### src/rtl/io_serial_word_rx.sv
// Pin-side 3-wire serial word receiver with a small word FIFO.
// Oversamples the host link on wb_clk_i and streams words to the core.
module io_serial_word_rx #(
  parameter int DEPTH  = 4,
  parameter int WORD_W = 32
) (
  input  logic                       wb_clk_i,
  input  logic                       wb_rst_i,
  input  logic                       ser_clk_i,
  input  logic                       ser_cs_n_i,
  input  logic                       ser_dat_i,
  output logic                       ser_rdy_o,
  output logic [3:0]                 pin_oeb_o,
  output logic [WORD_W-1:0]          word_o,
  output logic                       word_valid_o,
  input  logic                       word_ready_i,
  output logic                       frame_err_o,
  output logic                       overflow_o,
  input  logic                       err_clr_i,
  output logic [$clog2(DEPTH):0]     level_o
);

  localparam int AW = $clog2(DEPTH);
  localparam int LW = AW + 1;
  localparam int CW = $clog2(WORD_W);
  localparam logic [LW-1:0] DEPTH_L = LW'(DEPTH);
  localparam logic [CW-1:0] CNT_MAX = CW'(WORD_W - 1);

  typedef enum logic {
    IDLE,
    SHIFT
  } state_e;

  logic clk_s1_q, clk_s2_q, clk_s3_q;
  logic cs_s1_q, cs_s2_q;
  logic dat_s1_q, dat_s2_q;

  state_e            state_q, state_d;
  logic [WORD_W-1:0] shift_q, shift_d;
  logic [CW-1:0]     cnt_q, cnt_d;
  logic [WORD_W-1:0] mem_q [DEPTH];
  logic [WORD_W-1:0] mem_d [DEPTH];
  logic [AW-1:0]     wptr_q, wptr_d;
  logic [AW-1:0]     rptr_q, rptr_d;
  logic [LW-1:0]     level_q, level_d;
  logic              rdy_q, rdy_d;
  logic              ferr_q, ferr_d;
  logic              ovf_q, ovf_d;

  logic              rise, push, frame, full, pop, wr, drop;
  logic [WORD_W-1:0] word_in;

  always_comb begin
    rise    = clk_s2_q & ~clk_s3_q & ~cs_s2_q;
    word_in = {shift_q[WORD_W-2:0], dat_s2_q};
    state_d = state_q;
    shift_d = shift_q;
    cnt_d   = cnt_q;
    push    = 1'b0;
    frame   = 1'b0;
    unique case (state_q)
      IDLE: begin
        if (!cs_s2_q) state_d = SHIFT;
      end
      SHIFT: begin
        if (cs_s2_q) begin
          state_d = IDLE;
          shift_d = '0;
          cnt_d   = '0;
          frame   = (cnt_q != '0);
        end else if (rise) begin
          shift_d = word_in;
          cnt_d   = cnt_q + CW'(1);
          push    = (cnt_q == CNT_MAX);
        end
      end
      default: state_d = IDLE;
    endcase

    full = (level_q == DEPTH_L);
    pop  = (level_q != '0) & word_ready_i;
    // A pop frees the slot the full-FIFO push lands in.
    wr   = push & (~full | pop);
    drop = push & full & ~pop;

    mem_d  = mem_q;
    wptr_d = wptr_q;
    rptr_d = rptr_q;
    if (wr) begin
      mem_d[wptr_q] = word_in;
      wptr_d        = wptr_q + AW'(1);
    end
    if (pop) rptr_d = rptr_q + AW'(1);

    level_d = level_q;
    unique case ({wr, pop})
      2'b10:   level_d = level_q + LW'(1);
      2'b01:   level_d = level_q - LW'(1);
      default: level_d = level_q;
    endcase

    rdy_d  = (level_q < DEPTH_L);
    ferr_d = frame | (ferr_q & ~err_clr_i);
    ovf_d  = drop | (ovf_q & ~err_clr_i);
  end

  always_ff @(posedge wb_clk_i) begin
    if (wb_rst_i) begin
      clk_s1_q <= 1'b0;
      clk_s2_q <= 1'b0;
      clk_s3_q <= 1'b0;
      cs_s1_q  <= 1'b1;
      cs_s2_q  <= 1'b1;
      dat_s1_q <= 1'b0;
      dat_s2_q <= 1'b0;
      state_q  <= IDLE;
      shift_q  <= '0;
      cnt_q    <= '0;
      mem_q    <= '{default: '0};
      wptr_q   <= '0;
      rptr_q   <= '0;
      level_q  <= '0;
      rdy_q    <= 1'b1;
      ferr_q   <= 1'b0;
      ovf_q    <= 1'b0;
    end else begin
      clk_s1_q <= ser_clk_i;
      clk_s2_q <= clk_s1_q;
      clk_s3_q <= clk_s2_q;
      cs_s1_q  <= ser_cs_n_i;
      cs_s2_q  <= cs_s1_q;
      dat_s1_q <= ser_dat_i;
      dat_s2_q <= dat_s1_q;
      state_q  <= state_d;
      shift_q  <= shift_d;
      cnt_q    <= cnt_d;
      mem_q    <= mem_d;
      wptr_q   <= wptr_d;
      rptr_q   <= rptr_d;
      level_q  <= level_d;
      rdy_q    <= rdy_d;
      ferr_q   <= ferr_d;
      ovf_q    <= ovf_d;
    end
  end

  assign word_o       = mem_q[rptr_q];
  assign word_valid_o = (level_q != '0);
  assign level_o      = level_q;
  assign ser_rdy_o    = rdy_q;
  assign frame_err_o  = ferr_q;
  assign overflow_o   = ovf_q;
  assign pin_oeb_o    = 4'b0111;

endmodule

### config.mk
export PLATFORM = sky130hd
export DESIGN_NAME = io_serial_word_rx
export DESIGN_NICKNAME = d
export VERILOG_FILES = /design/src/rtl/io_serial_word_rx.sv
export SDC_FILE = /design/constraint.sdc
export NUM_CORES = 1
export LEC_CHECK = 0
export ABC_AREA = 1
export ABC_CLOCK_PERIOD_IN_PS = 2400
export CORE_ASPECT_RATIO = 1.75
export CORE_MARGIN = 2
export CORE_UTILIZATION = 42
export DETAILED_ROUTE_END_ITERATION = 8
export PLACE_DENSITY = 0.66
export SETUP_SLACK_MARGIN = 0.4
export SYNTH_ARGS = -nofsm -noshare
export SYNTH_HDL_FRONTEND = slang
export SYNTH_SLANG_ARGS = --single-unit
### constraint.sdc
create_clock -name wb_clk_i -period 2.4 [get_ports wb_clk_i]
set_input_delay 0.6 -clock wb_clk_i [delete_from_list [all_inputs] [get_ports wb_clk_i]]
set_output_delay 0.6 -clock wb_clk_i [all_outputs]
set_load 0.005 [all_outputs]
---- Yosys cells after proc, flatten, opt, wreduce, memory -nomap -nowiden ----
Index checks and enable logic that the tools add are counted.
Widths: inputs -> output; s select.
operators by class
  add/subtract/negate cells ............... 5
  magnitude comparators ................... 4
  equality and inequality tests ........... 4
  mux-type cells .......................... 17
  bitwise operators ....................... 18
  reduce and logical (&&, ||, !) cells .... 6
operators with widths
  cell                 count
  $bwmux 128           1
  $mux 32              3
  $bmux 32 s2          1
  $demux 32 s2         1
  $mux 31              2
  $mux 5               2
  $and 1x1->1          8
  $ge 3x3->1 const B   2
  $mux 1               6
  $not 2->3            2
  $pmux 3 s2           1
  $add 5x1->5 const B  1
  $eq 5x5->1 const B   1
  $not 1->1            5
  $reduce_bool 5->1    1
  $add 2x1->2 const B  2
  $reduce_bool 2->1    2
  $add 3x1->3 const B  1
  $eq 3x3->1 const B   1
  $lt 3x1->1 const B   1
  $lt 3x3->1 const B   1
  $or 1x1->1           3
  $reduce_bool 3->1    1
  $sub 3x1->3 const B  1
  other kinds (4)      4
word-level totals
  flip-flop bits (word level) ............. 182
  input bits .............................. 7
  output and inout port bits .............. 43
  word-level logic and storage cells ...... 74

---- Depth between registers and ports, before layout ----
  depth in word-level cells ............... 9
  mapped depth ............................ 16

---- Worst setup path after synthesis ----
Ideal clock, no wire load.
  kind .................................... register -> register
  start point ............................. reg cnt_q[0]
  end point ............................... reg level_q[2], in the netlist level_o[2]
  setup time .............................. 119 ps
  arrival time ............................ 2,098 ps
  data required time ...................... 2,281 ps
  slack ................................... 183 ps
  stages on the path, launching flop included .. 16
  period minus slack after synthesis ...... 2,217 ps
  path through ............................ dfxtp_1 > ha_1 > nand2_1 > nor2_1 > ha_1 > nand2_1 > nor2_4 > buf_4 > nand2_1 > ha_1 > inv_1 > fa_1 > nand2_1 > nand3_1 > o21ai_0 > a21oi_1
on the way
  word-level cells in the longest chain between the ends .. 7
RTL lines
  what                                                    RTL line  text
  from (decl)                                             40        logic [CW-1:0] cnt_q, cnt_d;
  from (signal assigned)                                  136       cnt_q <= cnt_d;
  $eq 5x5->1 (*)                                          74        push = (cnt_q == CNT_MAX);
  $mux 1 (*)                                              71        end else if (rise) begin
  $mux 1 (*)                                              66        if (cs_s2_q) begin
  $mux 1 (*)                                              61        unique case (state_q)
  $and 1x1->1 (*)                                         83        wr = push & (~full | pop);
  $eq 2x1->1 / $eq 2x2->1 (equally long branches)         96        unique case ({wr, pop})
  $pmux 3 s2 / $reduce_bool 2->1 (equally long branches)  -
  to (signal assigned)                                    140       level_q <= level_d;
  to (decl)                                               45        logic [LW-1:0] level_q, level_d;
Every way passes the cells marked *; elsewhere a longest branch is shown, timed or not.
A chain may end at the register's enable or synchronous reset.

---- Final worst setup path ----
  start point ............................. reg rptr_q[0]
  end point ............................... out word_o[8]
on the way
  word-level cells in the longest chain between the ends .. 4
RTL lines
  what                                        RTL line  text
  from (decl)                                 44        logic [AW-1:0] rptr_q, rptr_d;
  from (signal assigned)                      139       rptr_q <= rptr_d;
  $not 2->3 (implied by the code)             147       assign word_o = mem_q[rptr_q];
  $bmux 32 s2                                 147
  $mux 32 (implied by the code) (2 in a row)  147
  to (decl)                                   14        output logic [WORD_W-1:0] word_o,
No other way between the ends. The select of a mux whose other input is x is not followed.

==> out/qor_table.md <==
| Metric | Reported | Unit |
|---|---|---|
| Result of the run | complete, but fails checks | - |
| Violations in the final reports | negative setup slack | - |
| RSZ-0062 raised after global routing | true | - |
| Setup skew after layout | 0.0121 | ns |
| XOR/XNOR share of the synthesized area | 0 | % |
| Tcrit/Tclk final | 100 | % |
| M1 wire length | 10900 | um |
| Clock Sink Count | 182 | - |
| Final weighted congestion of routability-driven global placement | 0.775 | - |
| DRC | 0 | - |
| Wire length on met2 | 14300 | um |
| Most numerous cell on the critical path | sky130_fd_sc_hd__a21oi_1 | - |
| Antenna violations before repair | 1 | - |
| CTS tree | built | - |
| Detailed-route via count | 8871 | - |
| Slowest CP cell | sky130_fd_sc_hd__dfxtp_4 | - |
| Inserted Clock Buffers | 17 | - |
| Post-layout net count | 1459 | - |
| Clock latency reported for the late side of the worst-skew pair | 0.44 | ns |
| Dpl cell area | 9910 | sq um |
| Port-buffer cells | 45 | - |
| Wire length per cell | 16.2 | um |
| Area fraction in compound gates after synthesis | 10.5 | % |
| Deepest level of the CTS H-tree | 4 | - |
| Synthesis-to-layout area growth | 31.9 | % |
| Chip Width | 115 | um |
| Drt total wl | 27600 | um |
| Seq/Total Area, Yosys | 40.5 | % |
| First-pass GRT wire length | 41500 | um |
| Setup crit end kind | output port | - |
| Standard-cell row count | 70 | - |
| Fin area | 11900 | sq um |
| Metal3 WL | 1500 | um |
| Count of pins over their slew limit | 0 | - |
| Overall power | 7.11 | mW |
| Fraction of power consumed by combinational cells | 14.0 | % |
| Fraction of the mapped netlist area in adder cells | 1.34 | % |
| Clock power share | 43.0 | % |
| CP max stage delay | 0.40 | ns |
| Largest net degree at the start of global routing | 87 | - |
| Worst hold path type | flop to flop | - |
| Clock Tree Buf Depth | 2 | - |
| Share of total power in sequential cells | 43.0 | % |
| Antenna Diode Count | 0 | - |
| Post-route minimum period | 2.41 | ns |
| Hold Path Cell Cnt | 2 | - |
| Max frequency | 0.415 | GHz |
| Switching part of the total | 24.9 | % |
| Leakage power total | 5.29 | nW |
| Final setup violation count | 1 | - |
| Cells along the critical path | clkinv_8 > buf_12 > buf_8 > o21ai_2 > a21oi_1 > a21oi_1 > buf_4 > buf_6 | - |
| Initial core utilization | 42.9 | % |
| Synth unique cells | 24 | - |
| DRT iter0 DRCs | 541 | - |
| Number of synthesis warnings | 0 | - |
| R2r worst-path depth | 15 | - |
| Worst-case setup margin in the final layout | -0.00769 | ns |
| Via count of the first global-routing pass | 8023 | - |
| Kind of launch point of the worst setup path | flop | - |
| Post-synthesis mux area share | 0 | % |
| DRT Pass-1 Iters | 5 | - |
| Startpoint-to-endpoint class of the critical path | flop to output port | - |
| Count of antenna-violating nets left after detailed routing | 0 | - |
| Mapped Area | 8990 | sq um |
| Count of max-cap constraint violations | 0 | - |
| Internal power consumption | 5.34 | mW |
| Post-synthesis cell count | 1386 | - |
| Clock transition at the registers of the reported paths | 0.07 | ns |
| Total GRT Usage | 23.2 | % |
| Mean number of vias per cell | 5.20 | - |
| Full die area | 22600 | sq um |
| Mean post-synth cell area | 6.48 | sq um |
| Highest metal used | met5 | - |
| Half-perimeter wire length after placement | 13300 | um |
| Flip-flop and latch count after synthesis | 182 | - |
| Largest family of logic cells by synthesized area | simple AND/OR/NAND/NOR gates | - |
| Worst-case hold slack | 0.407 | ns |
| Arrival time worst endpoint | 1.81 | ns |
| Std-Cell Core Area | 20900 | sq um |
| Maximum vdd drop | 0.000364 | V |
| Net Switching | 1.77 | mW |
| Pwr per Cell Area | 600 | nW/um^2 |
| Required time of the critical path | 1.80 | ns |
| Post-synthesis share of cell area spent on and, or, nand and nor gates | 29.1 | % |
| Ratio of cells with drive above 1 in the final layout | 20.8 | % |
| Clock tree root driver cell | sky130_fd_sc_hd__clkbuf_16 | - |
| Total congestion overflow | 0 | - |
| Largest fanout of any net on the critical path | 5 | - |
| I/O pin total | 50 | - |
| Chip height | 198 | um |
| Count of final hold-check violations | 0 | - |
## power by group through the flow
stage	logic, mW	clock network (mW)	registers [mW]
floorplan	0.293	0	3.11
global placement	0.532	0	3.12
detailed placement	0.533	0	3.12
CTS	0.823	3.09	3.05
global route	1.05	3.21	3.06
finish	0.994	3.06	3.06
## layer usage
layer | GRT usage, % | up-vias
li1 | - | 4398
met1 | 27.6 | 4116
met2 | 41.1 | 299
met3 | 3.68 | 56
met4 | 8.85 | 2
met5 | 0 | -
## state kept, by name, summed over array words and instances, names as in the netlist, 2 cells and up
name	flops
wptr_q	2
mem_q	128
shift_q	31
level_o	3
cnt_q	5
rptr_q	2
## area by class of cell
cell class / count / area (sq um)
Multi-Input combinational cell: 789 / 4330
Clock buffer: 20 / 467
Fill cell: 1896 / 9080
Sequential cell: 182 / 3660
Timing Repair inverter: 1 / 11.3
Clock inverter: 11 / 173
Tap cell: 252 / 315
Timing Repair Buffer: 137 / 1690
Inverter: 315 / 1210
## cell usage after synthesis, drive strengths merged
cell type  count  share of area [%]
a21oi        108                6.0
fa             1               0.22
nor2         141                6.0
o21ai         41                2.3
o22ai         31                2.2
clkbuf        49                2.1
conb           2              0.084
inv          315                 13
nand3         14                1.1
dfxtp        182                 41
or2            2               0.14
nor3           1              0.056
nand4        129                9.0
nand2        309                 13
ha             8                1.1
buf           53                3.2
## path summary, 6_finish.rpt
path | slack [ns] | endpoint | startpoint
max | -0.008 | word_o[8] | rptr_q[0]
min | 0.41 | clk_s2_q | clk_s1_q
max reg2reg | 0.43 | level_o[2] | cnt_q[0]
min reg2reg | 0.41 | clk_s2_q | clk_s1_q
## kinds of logic (layout without fill, tap and decap cells)
family / after synthesis / after routing
other: 2 / 4
DFF: 182 / 182
and+or+nand+nor: 596 / 596
AOI/OAI and AO/OA: 180 / 180
adders and majority gates: 9 / 9
buffers and inverters: 417 / 484
## cells in the final DEF (no fill, tap or decap), types with 6 or more instances in the layout
| cell type | Yosys | routed |
|---|---|---|
| sky130_fd_sc_hd__inv_1 | 294 | 291 |
| sky130_fd_sc_hd__nand2_1 | 308 | 283 |
| sky130_fd_sc_hd__dfxtp_1 | 182 | 175 |
| sky130_fd_sc_hd__nor2_1 | 140 | 136 |
| sky130_fd_sc_hd__nand4_1 | 129 | 129 |
| sky130_fd_sc_hd__a21oi_1 | 108 | 63 |
| sky130_fd_sc_hd__a21oi_2 | 0 | 39 |
| sky130_fd_sc_hd__buf_4 | 12 | 36 |
| sky130_fd_sc_hd__o22ai_1 | 31 | 31 |
| sky130_fd_sc_hd__buf_2 | 29 | 29 |
| sky130_fd_sc_hd__clkbuf_16 | 0 | 25 |
| sky130_fd_sc_hd__buf_12 | 0 | 23 |
| sky130_fd_sc_hd__inv_2 | 21 | 20 |
| sky130_fd_sc_hd__o21ai_2 | 0 | 16 |
| sky130_fd_sc_hd__nand2_4 | 0 | 16 |
| sky130_fd_sc_hd__o21ai_4 | 0 | 12 |
| sky130_fd_sc_hd__clkdlybuf4s50_1 | 0 | 12 |
| sky130_fd_sc_hd__buf_6 | 1 | 11 |
| sky130_fd_sc_hd__nand2_2 | 1 | 10 |
| sky130_fd_sc_hd__o21ai_0 | 41 | 9 |
| sky130_fd_sc_hd__buf_16 | 0 | 9 |
| sky130_fd_sc_hd__nand3_1 | 9 | 8 |
| sky130_fd_sc_hd__a21oi_4 | 0 | 6 |
## critical path, delay by kind of cell, from the launching register on
family	cells	cell delay [ns]
AOI/OAI and AO/OA	3	0.32
buffers and inverters	5	0.64
DFF	1	0.40
## timing repair
action                     4_1_cts  5_1_grt
pin swaps                       23       33
cloned                           9       11
hold buffers                     0        0
resized for setup              217      127
setup endpoints to repair       95      163
buffers inserted                17       13
## stage by stage
stage / util [%] / TNS, ns / instances / setup WS (ns)
after floorplan: - / 0 / 1388 / 0.320
after global placement: 47.3 / -0.00744 / 1626 / -0.00597
after detailed placement: 47.3 / -0.0338 / 1626 / -0.0338
after CTS: 52.9 / 0 / 1683 / 0.0796
after global routing: 56.6 / -0.0114 / 1707 / -0.0114
final: 56.6 / -0.00769 / 1707 / -0.00769
No activity file was read; power rests on OpenSTA's default activity.
